$ cat config.mk
export PLATFORM = sky130hd
export DESIGN_NAME = usb_tx_sched
export DESIGN_NICKNAME = d
export VERILOG_FILES = /design/src/rtl/usb_tx_pkg.sv /design/src/rtl/usb_tx_prio_arb.sv /design/src/rtl/usb_tx_sched.sv
export SDC_FILE = /design/constraint.sdc
export NUM_CORES = 1
export LEC_CHECK = 0
export ABC_CLOCK_PERIOD_IN_PS = 5700
export BUFFER_PORTS_ARGS = -buffer_cell sky130_fd_sc_hd__buf_2
export CORE_AREA = 2 2 136 138
export CTS_BUF_LIST = sky130_fd_sc_hd__clkbuf_8
export DETAILED_ROUTE_END_ITERATION = 16
export DIE_AREA = 0 0 138 140
export PLACE_DENSITY_LB_ADDON = 0.12
export SYNTH_ARGS = -nofsm -noshare
export SYNTH_HDL_FRONTEND = slang
export SYNTH_SLANG_ARGS = --single-unit
$ cat constraint.sdc
create_clock -name clk -period 5.7 [get_ports clk]
set_clock_uncertainty 0.2 [all_clocks]
set_input_delay 0.57 -clock clk [delete_from_list [all_inputs] [get_ports clk]]
set_output_delay 0.57 -clock clk [all_outputs]
set_load 0.01 [all_outputs]
$ cat src/rtl/usb_tx_pkg.sv
// Shared types and widths for the USB transmit scheduler.
package usb_tx_pkg;
  typedef enum logic [1:0] {
    NONE   = 2'b00,
    TOKEN  = 2'b01,
    DATA   = 2'b10,
    HSHAKE = 2'b11
  } pkt_t;

  localparam int TOKEN_W  = 19;
  localparam int DATA_W   = 72;
  localparam int HSHAKE_W = 8;

  typedef enum logic [1:0] {
    S_IDLE   = 2'b00,
    S_LAUNCH = 2'b01,
    S_WAIT   = 2'b10,
    S_GAP    = 2'b11
  } sched_state_t;
endpackage

$ cat src/rtl/usb_tx_prio_arb.sv
// Fixed-priority one-hot select; bit 0 has the highest priority.
module usb_tx_prio_arb #(
  parameter int N = 3
) (
  input  logic [N-1:0] req,
  output logic [N-1:0] gnt
);
  for (genvar i = 0; i < N; i++) begin : g_sel
    if (i == 0) begin : g_top
      assign gnt[i] = req[i];
    end else begin : g_low
      assign gnt[i] = req[i] & ~(|req[i-1:0]);
    end
  end
endmodule

$ cat src/rtl/usb_tx_sched.sv
// Transmit scheduler: arbitrates hs/tok/dat, launches one packet into the
// encoder, waits for tx_done (or watchdog), then holds off for the inter-packet gap.
module usb_tx_sched
  import usb_tx_pkg::*;
#(
  parameter int IPG_CYCLES     = 4,
  parameter int TIMEOUT_CYCLES = 1024
) (
  input  logic                clk,
  input  logic                rst,
  input  logic                hs_req,
  input  logic [HSHAKE_W-1:0] hs_pid,
  input  logic                tok_req,
  input  logic [TOKEN_W-1:0]  tok_pkt,
  input  logic                dat_req,
  input  logic [DATA_W-1:0]   dat_pkt,
  output logic                hs_gnt,
  output logic                tok_gnt,
  output logic                dat_gnt,
  input  logic                enc_free,
  input  logic                tx_done,
  output logic [1:0]          pkt_type,
  output logic [TOKEN_W-1:0]  token,
  output logic [DATA_W-1:0]   data,
  output logic [HSHAKE_W-1:0] hshake,
  output logic                sent_pkt,
  output logic                cmpl,
  output logic [1:0]          cmpl_src,
  output logic                cmpl_err,
  output logic                busy
);
  localparam logic [7:0]  IPG_L = 8'(IPG_CYCLES);
  localparam logic [15:0] TO_L  = 16'(TIMEOUT_CYCLES);

  sched_state_t        state, state_nxt;
  logic [2:0]          req, win;
  pkt_t                src, src_sel;
  logic [DATA_W-1:0]   pay, pay_sel;
  logic [15:0]         wd_cnt;
  logic [7:0]          gap_cnt;
  logic                launch_ok, done_now;

  logic                hs_gnt_d, tok_gnt_d, dat_gnt_d, sent_d, cmpl_d, err_d;
  logic [1:0]          pkt_type_d, src_d;
  logic [TOKEN_W-1:0]  token_d;
  logic [DATA_W-1:0]   data_d;
  logic [HSHAKE_W-1:0] hshake_d;

  assign req = {dat_req, tok_req, hs_req};

  usb_tx_prio_arb #(.N(3)) u_arb (
    .req (req),
    .gnt (win)
  );

  assign launch_ok = (state == S_IDLE) && enc_free && (|req);
  // tx_done wins over the terminal count, so err is simply !tx_done
  assign done_now  = (state == S_WAIT) && (tx_done || (wd_cnt == TO_L));
  assign busy      = (state != S_IDLE);

  always_comb begin
    src_sel = NONE;
    pay_sel = '0;
    if (win[0]) begin
      src_sel = HSHAKE;
      pay_sel = DATA_W'(hs_pid);
    end else if (win[1]) begin
      src_sel = TOKEN;
      pay_sel = DATA_W'(tok_pkt);
    end else if (win[2]) begin
      src_sel = DATA;
      pay_sel = dat_pkt;
    end
  end

  always_ff @(posedge clk) begin
    if (rst) state <= S_IDLE;
    else     state <= state_nxt;
  end

  always_comb begin
    state_nxt = state;
    unique case (state)
      S_IDLE:   if (launch_ok) state_nxt = S_LAUNCH;
      S_LAUNCH: state_nxt = S_WAIT;
      S_WAIT:   if (done_now) state_nxt = S_GAP;
      S_GAP:    if (gap_cnt >= IPG_L) state_nxt = S_IDLE;
      default:  state_nxt = S_IDLE;
    endcase
  end

  always_ff @(posedge clk) begin
    if (rst) begin
      src     <= NONE;
      pay     <= '0;
      wd_cnt  <= '0;
      gap_cnt <= '0;
    end else begin
      if (launch_ok) begin
        src <= src_sel;
        pay <= pay_sel;
      end
      if (state == S_LAUNCH)                     wd_cnt <= 16'd1;
      else if (state == S_WAIT && wd_cnt != '1)  wd_cnt <= wd_cnt + 16'd1;
      if (done_now)                              gap_cnt <= '0;
      else if (state == S_GAP && gap_cnt != '1)  gap_cnt <= gap_cnt + 8'd1;
    end
  end

  // Outputs are registered: grant lands in LAUNCH, encoder bus the cycle after
  always_comb begin
    hs_gnt_d   = launch_ok & win[0];
    tok_gnt_d  = launch_ok & win[1];
    dat_gnt_d  = launch_ok & win[2];
    pkt_type_d = NONE;
    token_d    = '0;
    data_d     = '0;
    hshake_d   = '0;
    sent_d     = 1'b0;
    cmpl_d     = 1'b0;
    src_d      = NONE;
    err_d      = 1'b0;
    if (state == S_LAUNCH) begin
      pkt_type_d = src;
      unique case (src)
        TOKEN:   token_d  = pay[TOKEN_W-1:0];
        DATA:    data_d   = pay;
        HSHAKE:  hshake_d = pay[HSHAKE_W-1:0];
        default: ;
      endcase
    end
    if (done_now) begin
      sent_d = 1'b1;
      cmpl_d = 1'b1;
      src_d  = src;
      err_d  = ~tx_done;
    end
  end

  always_ff @(posedge clk) begin
    if (rst) begin
      hs_gnt   <= 1'b0;
      tok_gnt  <= 1'b0;
      dat_gnt  <= 1'b0;
      pkt_type <= NONE;
      token    <= '0;
      data     <= '0;
      hshake   <= '0;
      sent_pkt <= 1'b0;
      cmpl     <= 1'b0;
      cmpl_src <= NONE;
      cmpl_err <= 1'b0;
    end else begin
      hs_gnt   <= hs_gnt_d;
      tok_gnt  <= tok_gnt_d;
      dat_gnt  <= dat_gnt_d;
      pkt_type <= pkt_type_d;
      token    <= token_d;
      data     <= data_d;
      hshake   <= hshake_d;
      sent_pkt <= sent_d;
      cmpl     <= cmpl_d;
      cmpl_src <= src_d;
      cmpl_err <= err_d;
    end
  end
endmodule
Word level (Yosys, flattened, before mapping)
Index checks and enable logic that the tools add are counted.

Register bits: 208. Bits of input ports: 106. Output and inout bits: 110. Logic and storage cells: 76.

Add/sub/neg operators: 2. Magnitude comparators: 1. Equality and inequality tests: 12. Multiplexer cells: 13. Bitwise gates (word level): 13. Reductions and logical operators: 19.

Operators with widths (number): $mux 72 (3); $add 16x1->16 const B (1); $eq 16x11->1 const B (1); $ne 16x16->1 const B (1); $mux 2 (6); $reduce_or 3->1 (4); $reduce_or 2->1 (5); $add 8x1->8 const B (1); $eq 2x2->1 const B (4); $ge 8x3->1 const B (1); $ne 8x8->1 const B (1); $not 1->1 (8); $pmux 2 s4 (1); $ne 2x2->1 const B (3); $and 1x1->1 (5); $logic_and 1x1->1 (5); $eq 2x1->1 const B (2); $reduce_bool 2->1 (2); $mux 1 (3); $reduce_and 3->1 (1); $logic_not 2->1 (1); $logic_or 1x1->1 (1).

Longest topological paths before layout
Gate-level depths: netlist (run 1).

Depth in word-level cells: 6. Mapped depth: 9. Gate-level depth less buffers: 7.

By module
A second synthesis (run 1) with hierarchy kept.

Cells, all modules: 759. Area, all modules: 7273.2 sq um.

Modules (own cells, without submodules): usb_tx_sched (times used 1, cells an instance 756, area an instance 7247.0 sq um, sequential area each 4164.0 sq um); usb_tx_prio_arb (times used 1, cells an instance 3, area an instance 26.3 sq um, sequential area each 0.0 sq um).

Least setup slack after synthesis (run 1)
OpenSTA, ideal clock, no wires.

Path kind: reg2reg. Start point: reg state[1]. End point: reg wd_cnt[8]. Setup time: 0.059 ns. Arrival time: 1.665 ns. Data required time: 5.441 ns. Setup slack: 3.776 ns. Cell stages (with the launch flop): 7. Path buffers: 1. Period minus slack after synthesis: 1.924 ns. Path through: dfxtp_1 -> inv_1 -> ha_1 -> or2_1 -> clkdlybuf4s50_2 -> a311o_1 -> nand2_1.

Word-level cells in the longest chain between the ends: 2. Elaborated cells between the ends (all ways): 4. Classes of those cells: 2 x eq/ne; 2 x reduce/logical.

RTL lines: from (decl) (RTL line usb_tx_sched.sv:35) `sched_state_t state, state_nxt;`; from (signal assigned) (RTL line usb_tx_sched.sv:78) `else state <= state_nxt;`; $eq 2x1->1 or $eq 2x2->1 (tied branches) (RTL line usb_tx_sched.sv:103, usb_tx_sched.sv:104); $reduce_or 2->1 (no line) or $logic_and 1x1->1 (tied branches); to (signal assigned) (RTL line usb_tx_sched.sv:104) `else if (state == S_WAIT && wd_cnt != '1) wd_cnt <= wd_cnt + 16'd1;`; to (decl) (RTL line usb_tx_sched.sv:39) `logic [15:0] wd_cnt;`.

Several ways; a longest one is shown, not always the timed one. A chain may end at the register's enable or synchronous reset.

Final worst setup path (run 1)
Start point: reg state[0]. End point: reg pay[58].

Word-level cells in the longest chain between the ends: 3.

RTL lines: $logic_not 2->1 (RTL line usb_tx_sched.sv:56) `assign launch_ok = (state == S_IDLE) && enc_free && (|req);`; $logic_and 1x1->1 (2 in series) (RTL line usb_tx_sched.sv:56); to (signal assigned) (RTL line usb_tx_sched.sv:101) `pay <= pay_sel;`; to (decl) (RTL line usb_tx_sched.sv:38) `logic [DATA_W-1:0] pay, pay_sel;`.

No other way between the ends.

==> summary.txt, run 1 <==
Critical path
  – Critical path's slowest cell: and3_2
  – Setup CP Type: reg2reg
  – CP required: 5.94 ns
  – CP Data Arrival Time: 2.91 ns
  – Worst Path Max Fanout: 55
  – Reg2reg end: pay[58]
  – Reg2Reg Depth: 6
  – Startpoint types: flip-flop
  – Crit path capture type: flip-flop
  – Critical Path Max Stage Delay: 1.01 ns
  – Crit path buffers/inverters: 1
  – Crit-path cells: inv_1 -> ha_1 -> nand2_1 -> nor2_1 -> and3_2 -> a22o_1
  – Reg2Reg Setup Slack: 3.04 ns
  – Cell family with most CP delay: simple AND/OR/NAND/NOR gates
  – CP startpoint: state[0]
  – R2r startpoint: state[0]

STA
  – Max-slew headroom: 0.205
  – Fin. Hold Viols: 0
  – Final min period: 2.66 ns
  – Highest clock rate: 376 MHz
  – Final setup vio count: 0
  – Slew @ Worst Pin: 1.19 ns
  – Setup TNS: 0 ns
  – Fin crit share: 0.467
  – RSZ-0062 raised after global routing: no
  – Slew Limit Fails: 0

Route
  – Vias: 5432
  – Initial drt markers: 230
  – Post-DR vias/cell: 4.88
  – DRT Wirelength: 17300 um
  – DR WL/cell: 15.5 um
  – Router iterations before antenna repair: 4
  – Antenna-violating nets left: 0
  – DRC Markers: 0

Finish
  – Nets: 980
  – Area of the multi-input gates: 2620 um^2
  – Design area: 8900 um^2
  – Share of cells above drive strength 1: 0.316
  – Sequential cell area: 4160 um^2
  – Final core occ: 0.500
  – Area Overhead vs Synth: 27.4%
  – Fill cell count: 1639

Synth
  – Distinct cells, synth: 49
  – Net Count, Synth: 764
  – Post-synth EDFFs: 0
  – Synth Instances: 649
  – Seq/Total Area, Yosys: 0.596
  – Yosys reg bits: 208
  – Synth async-reset ratio: 0
  – Syn Area/Cell: 10.8 um^2
  – Top_reg_cell synth: dfxtp_1
  – Synth Cell Area: 6980 um^2
  – Yosys warnings: 0

Die
  – DIE HEIGHT: 140 um
  – Initial core utilization: 0.393
  – Die area: 19300 um^2
  – Row count: 49
  – Die Width: 138 um
  – IO Pins: 216
  – Core box area: 17800 um^2

Run status
  – Outcome: finished, final reports clean

GRT
  – Largest net degree at the start of global routing: 63
  – First-pass GRT wire length: 28000 um
  – Number of antenna violations at the first check in global routing: 2
  – All-Layer GR Usage: 0.177
  – Vias in the first global route: 5558
  – GRT overflow: 0

Clock network
  – TritonCTS Buffers: 36
  – Clock tree from TritonCTS: built
  – Clock root cell: clkbuf_8
  – Postcts setup bufs: 0
  – Post_cts resized: 0
  – CTS clk-pin slew, worst paths: 0.05 ns
  – H-tree level count: 2
  – Clock Sinks: 208
  – CTS Hold Buffers Added: 0
  – Max Root-Sink Buffers: 3
  – Worst-Skew Late Latency: 0.51 ns

Min path
  – Hold Path Class: in2reg
  – Worst Hold End: cmpl_err
  – Worst hold path startpoint: tx_done
  – WHS Path Cells: 2

Placement
  – Routability congestion estimate: 0.811
  – Dpl cell area: 8210 um^2
  – Port Buf Inserts: 215
  – HPWL Detailed: 11800 um

Pwr
  – Pleak: 0.00410 uW
  – Sw frac: 0.251
  – PwrDens: 352 nW/um^2
  – Logic pwr share: 0.104
  – Sequential power share: 0.491
  – Clock power frac: 0.405
  – Switch Pwr: 784 uW
  – Pint: 2340 uW
  – Maximum vdd drop: 0.199 mV

Run
  – Max-cap viol count: 0
## metal layers
metal	vias up	share of wire	GRT usage
li1	2663	-	-
met2	157	0.48	0.301
met4	2	0.026	0.0720
met5	-	0.00041	0
met3	44	0.061	0.0499
met1	2566	0.43	0.211
## final cells by class
class                      count  area share
clock buffer                  46      0.0712
inverter                      11     0.00464
sequential                   208       0.468
tap                          229      0.0322
timing repair buffer         218       0.123
multi-input combinational    390       0.295
clock inverter                11     0.00520
antenna                        1    0.000281
## how the worst max path moves through the flow
stage,end,cells past startpoint
4_1_cts,pay[39],6
3_5_place_dp,pay[50],4
2_1_floorplan,wd_cnt[8],6
6_report,pay[58],6
5_1_grt,pay[56],6
3_3_place_gp,pay[57],4
## layout by cell type (no fill, tap or decap), drive strengths merged, types with 2 or more instances in the layout
master	Yosys	layout
a211oi	3	3
a21oi	26	26
a221oi	9	9
a22o	53	53
a22oi	12	12
a311oi	2	2
and2	107	107
and3	7	7
and4	3	3
buf	20	218
clkbuf	19	46
dfxtp	208	208
ha	9	9
inv	11	22
mux2i	3	3
nand2	12	12
nand3	8	8
nand4	9	9
nor2	50	50
nor2b	15	15
nor3	24	24
nor4	3	3
nor4b	4	4
o21ai	2	2
or2	2	2
xnor2	10	10
xor2	6	6
## logic make-up (layout without fill, tap and decap cells)
group,count (synthesis),after routing,synth area share
simple gates,247,247,0.202
flops,208,208,0.596
compound gates,115,115,0.128
buf+inv,51,286,0.0326
xor+xnor,16,16,0.0201
fa+ha+maj,9,9,0.0161
mux,3,3,0.00430
other cells,0,1,0
## Yosys cell counts (2+ instances only)
cell,n,area share
nand4_1,8,0.0072
buf_2,19,0.014
a21oi_1,26,0.019
xnor2_1,10,0.013
nand2_1,12,0.0064
a221oi_1,9,0.011
mux2i_1,3,0.0043
o21ai_0,2,0.0014
a211oi_1,2,0.0021
xor2_1,6,0.0075
inv_1,11,0.0059
a22o_1,53,0.066
clkbuf_1,18,0.0097
and3_1,6,0.0054
nor3_1,24,0.017
ha_1,9,0.016
nor2_1,50,0.027
nor4b_1,4,0.0050
nand3_1,7,0.0050
a22oi_1,12,0.013
and2_1,106,0.095
nor2b_1,15,0.013
and4_1,3,0.0038
dfxtp_1,208,0.60
or2_1,2,0.0018
## sequential cells by signal (all words and copies together), names as in the netlist
signal and flops:
dat_gnt 1, token 19, hs_gnt 1, pkt_type 2, wd_cnt 16, data 72, cmpl_src 2, src 2
state 2, tok_gnt 1, cmpl 1, hshake 8, cmpl_err 1, pay 72, gap_cnt 8
## power groups by stage
stage               logic (uW)  clock network (uW)  registers, uW
global placement           317                   0           1560
floorplan                  222                   0           1560
detailed placement         327                   0           1570
finish                     326                1270           1530
global route               368                1380           1540
CTS                        330                1320           1530
## per-stage QoR
stage	setup slack, ns	hold slack [ns]	power [uW]	std cells
global route	2.85	0.0571	3290	1113
finish	3.04	0.0692	3130	1114
global placement	3.13	0.237	1880	1056
CTS	3.06	0.0437	3180	1113
detailed placement	3.02	0.241	1890	1056
floorplan	3.78	0.231	1780	649
(Power assumes the default switching activity.)
==> inputs of run 2 (changes only) <==
ABC_AREA = 1   (was unset)
ABC_CLOCK_PERIOD_IN_PS = 2550   (was 5700)
CORE_AREA = 2 2 140 142   (was 2 2 136 138)
DIE_AREA = 0 0 142 144   (was 0 0 138 140)
clock period = 2.55 ns   (was 5.7 ns; I/O delays follow)
==> run 2 against run 1 <==
Clock-buffer cell count fell by 5. Area after synthesis rose by 6.3%. Routed wire length rose by 13%. First-iteration DRC count fell by 13%. Total power rose by 130%. Largest cell class unchanged. Highest routed layer is now met4.
==> summary.txt, run 2 <==
Run status
  – Outcome: finished, final reports clean (unchanged)

Placement
  – Port Buf Inserts: 215 (unchanged)
  – Routability congestion estimate: 0.786 (was 0.811)
  – HPWL Detailed: 12400 um (was 11800 um)
  – Number of instances in the placed design: 1334 (was 1056)

Finish
  – N_diodes: 0 (was 1)
  – Nets: 1336 (was 980)
  – Largest regs: data: 72 flops, pay: 72 flops, token: 19 flops (unchanged)
  – Area Overhead vs Synth: 37.6% (was 27.4%)
  – Most frequent cells in the layout: buf_2 (215), dfxtp_1 (208), nand2_1 (187) (was buf_2 (215), dfxtp_1 (208), and2_1 (106))
  – Commonest non-fill, non-tap cell in the layout: buf_2 (unchanged)
  – Share of cells above drive strength 1: 0.229 (was 0.316)
  – Final non-filler cell total: 1485 (was 1114)
  – Fill cell count: 1837 (was 1639)

STA
  – RSZ-0062 raised after global routing: no (unchanged)
  – Final setup vio count: 0 (unchanged)
  – Fin. Hold Viols: 0 (unchanged)
  – Fin crit share: 0.912
  – Max-slew headroom: 0.432 (was 0.205)
  – Highest clock rate: 430 MHz
  – Slew @ Worst Pin: 0.853 ns (was 1.19 ns)
  – Slew Limit Fails: 0 (unchanged)
  – Final min period: 2.32 ns
  – Setup TNS: 0 ns (unchanged)

Synth
  – Seq/Total Area, Yosys: 0.561 (was 0.596)
  – Yosys warnings: 0 (unchanged)
  – Synth Cell Area: 7420 um^2 (was 6980 um^2)
  – Yosys top cell by area: dfxtp_1 (unchanged)
  – Syn Area/Cell: 8.10 um^2 (was 10.8 um^2)
  – Most common cell in the netlist: dfxtp_1 (unchanged)
  – Share of the synthesized area in the top cell type: 0.561 (was 0.596)
  – Distinct cells, synth: 27 (was 49)
  – Synth Instances: 917 (was 649)
  – Post-synth EDFFs: 0 (unchanged)
  – Yosys reg bits: 208 (unchanged)
  – Synth async-reset ratio: 0 (unchanged)
  – Top_reg_cell synth: dfxtp_1 (unchanged)
  – Commonest cells in the netlist: dfxtp_1 (208), nand2_1 (188), nor2_1 (153) (was dfxtp_1 (208), and2_1 (106), a22o_1 (53))
  – Net Count, Synth: 1032 (was 764)
  – Top post-synthesis cells by area: dfxtp_1 (56%), nand2_1 (9.5%), nor2_1 (7.7%) (was dfxtp_1 (60%), and2_1 (9.5%), a22o_1 (6.6%))

Critical path
  – Crit-path cells: dlygate4sd3_1 -> buf_2 -> inv_1 -> nand3_1 -> nand2_1 -> dlygate4sd3_1 -> nand2_1 -> a21oi_1 (was inv_1 -> ha_1 -> nand2_1 -> nor2_1 -> and3_2 -> a22o_1)
  – CP Data Arrival Time: 2.56 ns (was 2.91 ns)
  – Startpoint types: input pin (was flip-flop)
  – Crit path buffers/inverters: 4 (was 1)
  – Setup CP Type: in2reg (was reg2reg)
  – CP required: 2.79 ns (was 5.94 ns)
  – Crit path capture type: flip-flop (unchanged)
  – Critical Path Max Stage Delay: 0.56 ns (was 1.01 ns)
  – Critical path's slowest cell: inv_1 (was and3_2)
  – Worst Path Max Fanout: 21 (was 55)
  – Cell family with most CP delay: buffers and inverters (was simple AND/OR/NAND/NOR gates)

Clock network
  – H-tree level count: 2 (unchanged)
  – Clock Sinks: 208 (unchanged)
  – Post_cts resized: 0 (unchanged)
  – Clock tree from TritonCTS: built (unchanged)
  – Postcts setup bufs: 0 (unchanged)
  – CTS clk-pin slew, worst paths: 0.06 ns (was 0.05 ns)
  – Worst-Skew Late Latency: 0.51 ns (about the same)
  – TritonCTS Buffers: 36 (unchanged)
  – Max Root-Sink Buffers: 3 (unchanged)
  – Clock root cell: clkbuf_8 (unchanged)
  – CTS Hold Buffers Added: 87 (was 0)

Route
  – Vias: 6719 (was 5432)
  – Router iterations before antenna repair: 5 (was 4)
  – DRT Wirelength: 19500 um (was 17300 um)
  – DR WL/cell: 13.1 um (was 15.5 um)
  – Antenna-violating nets left: 0 (unchanged)
  – DRC Markers: 0 (unchanged)
  – Post-DR vias/cell: 4.52 (was 4.88)
  – Initial drt markers: 200 (was 230)

Pwr
  – Pleak: 0.00455 uW (was 0.00410 uW)
  – Switch Pwr: 2040 uW (was 784 uW)
  – PwrDens: 715 nW/um^2 (was 352 nW/um^2)
  – Sw frac: 0.279 (was 0.251)
  – Maximum vdd drop: 0.467 mV (was 0.199 mV)
  – Clock power frac: 0.377 (was 0.405)
  – Logic pwr share: 0.150 (was 0.104)
  – Pint: 5270 uW (was 2340 uW)
  – Sequential power share: 0.473 (was 0.491)

Min path
  – Hold Path Class: in2reg (unchanged)

GRT
  – First-pass GRT wire length: 30400 um (was 28000 um)
  – Number of antenna violations at the first check in global routing: 0 (was 2)
  – Largest net degree at the start of global routing: 73 (was 63)
  – All-Layer GR Usage: 0.182 (was 0.177)
  – GRT overflow: 0 (unchanged)
  – Vias in the first global route: 6372 (was 5558)

Die
  – IO Pins: 216 (unchanged)
  – Initial core utilization: 0.389 (was 0.393)
  – DIE HEIGHT: 144 um (was 140 um)
  – Die area: 20400 um^2 (was 19300 um^2)
  – Die Width: 142 um (was 138 um)
  – Core box area: 19100 um^2 (was 17800 um^2)
  – Row count: 51 (was 49)

Run
  – Max-cap viol count: 0 (unchanged)
[run 2: cell types whose count changed after synthesis, moves of 17 or more]
cell     previous run  this run
o31ai_1             0        53
nor3_1             24         7
nand2_1            12       188
and2_1            106         1
a22o_1             53         0
nand3_1             7        56
inv_1              11       113
nor2_1             50       153
[run 2: final cells by class]
class,instances,area [um^2],area share
Clock buffer,41,564,0.0552
Timing Repair Buffer,312,2060,0.202
Sequential cell,208,4160,0.408
Inverter,116,435,0.0426
Multi-Input combinational cell,547,2590,0.254
Tap cell,238,298,0.0292
Clock inverter,23,98.8,0.00968
[run 2: worst register-to-register path: stages, from the launching register on]
cell and delay [ns]:
dfxtp_1 0.36, inv_1 0.10, ha_1 0.14, nand3_1 0.07, nor2_1 0.14, nand2_1 0.09, nand2_1 0.06, nand2_1 0.09
nor2_1 0.19, nand2_1 0.07, dlygate4sd3_1 0.56, inv_1 0.05
[run 2: logic make-up after synthesis]
| group | count (synthesis) | synth area share |
|---|---|---|
| AO/OA/AOI/OAI | 109 | 0.0945 |
| AND/OR/NAND/NOR | 422 | 0.231 |
| buffers and inverters | 162 | 0.0900 |
| XOR/XNOR | 7 | 0.00826 |
| adder cells (fa/ha/maj) | 9 | 0.0152 |
| flip-flops | 208 | 0.561 |
[run 2: per-stage QoR]
step | hold slack [ns] | setup WS (ns) | power (uW) | cell area, um^2 | utilization
6_report | 0.0414 | 0.225 | 7300 | 10200 | 0.535
4_1_cts | 0.0132 | 0.268 | 7420 | 10200 | 0.535
3_3_place_gp | 0.220 | 0.548 | 4510 | 8680 | 0.455
3_5_place_dp | 0.222 | 0.498 | 4520 | 8680 | 0.455
2_1_floorplan | 0.168 | 0.899 | 4200 | 7420 | -
5_1_grt | 0.0516 | 0.0222 | 7700 | 10200 | 0.535
[run 2: path summary, 6_finish.rpt]
check                   to  slack, ns  startpoint  cells past startpoint
setup / recovery   pay[17]       0.23      hs_req                      8
setup reg to reg  cmpl_err       0.36   wd_cnt[0]                     11
hold / removal      pay[4]       0.04  dat_pkt[4]                      6
hold reg to reg   data[67]       0.23     pay[67]                      2
[run 2: metal layers]
metal / global-route usage / share of wire / vias up
met5: 0 / 0 / -
met4: 0.0658 / 0.023 / 0
met3: 0.0391 / 0.054 / 36
met2: 0.296 / 0.46 / 192
met1: 0.240 / 0.47 / 3008
li1: - / - / 3483
[run 2: power by group through the flow]
stage	Sequential, uW	Combinational [uW]	Clock [uW]
6_report	3450	1090	2760
5_1_grt	3470	1230	3000
4_1_cts	3450	1110	2860
3_5_place_dp	3520	999	0
3_3_place_gp	3520	991	0
2_1_floorplan	3510	684	0
==> inputs of run 3 (changes only) <==
PLACE_DENSITY_LB_ADDON = unset   (was 0.12)
==> run 3 against run 2 <==
Via count up 1.4%. Global-route usage rose by 0.32 points. Die area did not move. Worst hold slack improved by 0.012 ns. First-iteration DRC count is 43% higher. Clock power grew 12%. Worst setup slack gained 0.030 ns. Total power grew 5.0%. Combinational power is 4% higher. Largest power group unchanged. Highest routed layer unchanged.
==> summary.txt, run 3 (synthesized netlist as in run 2, its figures left out) <==
Finish
  – Nets: 1349 (was 1336)
  – N_diodes: 0 (unchanged)
  – Sequential cell area: 4160 um^2 (unchanged)
  – Share of cells above drive strength 1: 0.234 (was 0.229)
  – Fill cell count: 1769 (was 1837)
  – Area Overhead vs Synth: 40.7% (was 37.6%)
  – Final non-filler cell total: 1496 (was 1485)
  – Most frequent cells in the layout: buf_2 (215), dfxtp_1 (208), nand2_1 (187) (unchanged)
  – Commonest non-fill, non-tap cell in the layout: buf_2 (unchanged)
  – Area of the multi-input gates: 2590 um^2 (unchanged)
  – Largest regs: data: 72 flops, pay: 72 flops, token: 19 flops (unchanged)

Die
  – Die Width: 142 um (unchanged)
  – IO Pins: 216 (unchanged)
  – Row count: 51 (unchanged)
  – DIE HEIGHT: 144 um (unchanged)
  – Initial core utilization: 0.389 (unchanged)
  – Core box area: 19100 um^2 (unchanged)
  – Die area: 20400 um^2 (unchanged)

Route
  – Post-DR vias/cell: 4.56 (was 4.52)
  – DRT Wirelength: 19500 um (about the same)
  – Initial drt markers: 286 (was 200)
  – DR WL/cell: 13.0 um (was 13.1 um)
  – Vias: 6815 (was 6719)
  – Antenna-violating nets left: 0 (unchanged)
  – Router iterations before antenna repair: 5 (unchanged)
  – DRC Markers: 0 (unchanged)

Pwr
  – Maximum vdd drop: 0.404 mV (was 0.467 mV)
  – Pleak: 0.00466 uW (was 0.00455 uW)
  – PwrDens: 734 nW/um^2 (was 715 nW/um^2)

Placement
  – Pre-CTS WS: 0.525 ns (was 0.498 ns)
  – Number of instances in the placed design: 1336 (was 1334)
  – Routability congestion estimate: 0.819 (was 0.786)
  – HPWL Detailed: 12400 um (about the same)
  – Port Buf Inserts: 215 (unchanged)

Clock network
  – H-tree level count: 2 (unchanged)
  – Postcts setup bufs: 0 (unchanged)
  – Worst-Skew Late Latency: 0.50 ns (was 0.51 ns)
  – Clock tree from TritonCTS: built (unchanged)
  – Clock Sinks: 208 (unchanged)
  – CTS clk-pin slew, worst paths: 0.06 ns (about the same)
  – Max Root-Sink Buffers: 3 (unchanged)
  – Clock root cell: clkbuf_8 (unchanged)
  – TritonCTS Buffers: 36 (unchanged)

STA
  – Fin crit share: 0.900 (was 0.912)
  – Final setup vio count: 0 (unchanged)
  – Setup TNS: 0 ns (unchanged)
  – Highest clock rate: 436 MHz (was 430 MHz)
  – Final min period: 2.29 ns (was 2.32 ns)
  – Slew @ Worst Pin: 0.702 ns (was 0.853 ns)
  – Max-slew headroom: 0.532 (was 0.432)
  – RSZ-0062 raised after global routing: no (unchanged)
  – Slew Limit Fails: 0 (unchanged)
  – Hold slack: 0.0539 ns (was 0.0414 ns)
  – Fin. Hold Viols: 0 (unchanged)
  – PnR worst setup slack: 0.255 ns (was 0.225 ns)

Critical path
  – CP required: 2.74 ns (was 2.79 ns)
  – Crit-path cells: inv_1 -> ha_1 -> nand2_1 -> inv_1 -> nand2_2 -> buf_4 -> inv_4 -> nand2_1 -> a21oi_1 -> dlygate4sd3_1 (was dlygate4sd3_1 -> buf_2 -> inv_1 -> nand3_1 -> nand2_1 -> dlygate4sd3_1 -> nand2_1 -> a21oi_1)
  – Setup CP Type: reg2reg (was in2reg)
  – Crit path capture type: flip-flop (unchanged)
  – Critical Path Max Stage Delay: 0.58 ns (was 0.56 ns)
  – Worst Path Max Fanout: 16 (was 21)
  – Crit path buffers/inverters: 5 (was 4)
  – CP Data Arrival Time: 2.48 ns (was 2.56 ns)
  – Startpoint types: flip-flop (was input pin)
  – Critical path's slowest cell: dlygate4sd3_1 (was inv_1)
  – Cell family with most CP delay: buffers and inverters (unchanged)

GRT
  – First-pass GRT wire length: 31000 um (was 30400 um)
  – Largest net degree at the start of global routing: 61 (was 73)
  – Number of antenna violations at the first check in global routing: 0 (unchanged)
  – Vias in the first global route: 6561 (was 6372)
  – GRT overflow: 0 (unchanged)
  – All-Layer GR Usage: 0.185 (was 0.182)

Run status
  – Outcome: finished, final reports clean (unchanged)

Run
  – Max-cap viol count: 0 (unchanged)

Min path
  – Hold Path Class: in2reg (unchanged)
==> run 3: changes by cell type in the layout (fill, tap and decap cells not counted), moves of 3 or more <==
cell / previous run / this run
dlygate4sd3_1: 87 / 98
clkbuf_8: 41 / 49
inv_1: 129 / 121
clkinv_2: 6 / 3
==> run 3: path summary, 6_finish.rpt <==
check            from       end  slack [ns]  cells after the start
max reg2reg  state[1]   pay[11]        0.26                     10
max          state[1]   pay[11]        0.26                     10
min           tok_req   tok_gnt        0.05                      4
min reg2reg   pay[45]  data[45]        0.23                      2
==> run 3: power by group <==
group	internal (uW)	leakage, uW	switching [uW]
sequential	3380	0.00168	66.9
combinational	447	0.00255	682
clock	1810	0.000425	1280
==> run 3: cell type report <==
| class | instances | area share |
|---|---|---|
| multi-input combinational | 547 | 0.248 |
| sequential | 208 | 0.398 |
| inverter | 116 | 0.0419 |
| tap | 238 | 0.0285 |
| clock buffer | 49 | 0.0645 |
| timing repair buffer | 325 | 0.210 |
| clock inverter | 13 | 0.00802 |
==> run 3: layer usage <==
metal  share of wire  routed length (um)  track usage  vias up
met3           0.056                1100       0.0457       39
met1            0.45                8790        0.231     3070
met2            0.47                9130        0.312      204
met5               0                   0            0        -
met4           0.026                 498       0.0684        0
li1                -                   -            -     3502
==> run 3: stage by stage <==
stage | power (uW) | cell area [um^2] | util
5_1_grt | 8070 | 10500 | 0.548
6_report | 7670 | 10500 | 0.548
2_1_floorplan | 4200 | 7420 | -
3_5_place_dp | 4510 | 8710 | 0.456
4_1_cts | 7770 | 10400 | 0.548
3_3_place_gp | 4500 | 8710 | 0.456
==> run 3: worst register-to-register path, stage by stage, from the launching register on <==
cell and delay, ns:
dfxtp_1 0.38, inv_1 0.10, ha_1 0.21, nand2_1 0.07, inv_1 0.05, nand2_2 0.09
buf_4 0.23, inv_4 0.13, nand2_1 0.10, a21oi_1 0.06, dlygate4sd3_1 0.58
==> run 3: what timing repair did <==
action,CTS,global route
resized for setup,0,2
hold buffers,98,0
endpoints found under the hold margin,76,0
setup endpoints to repair,0,1
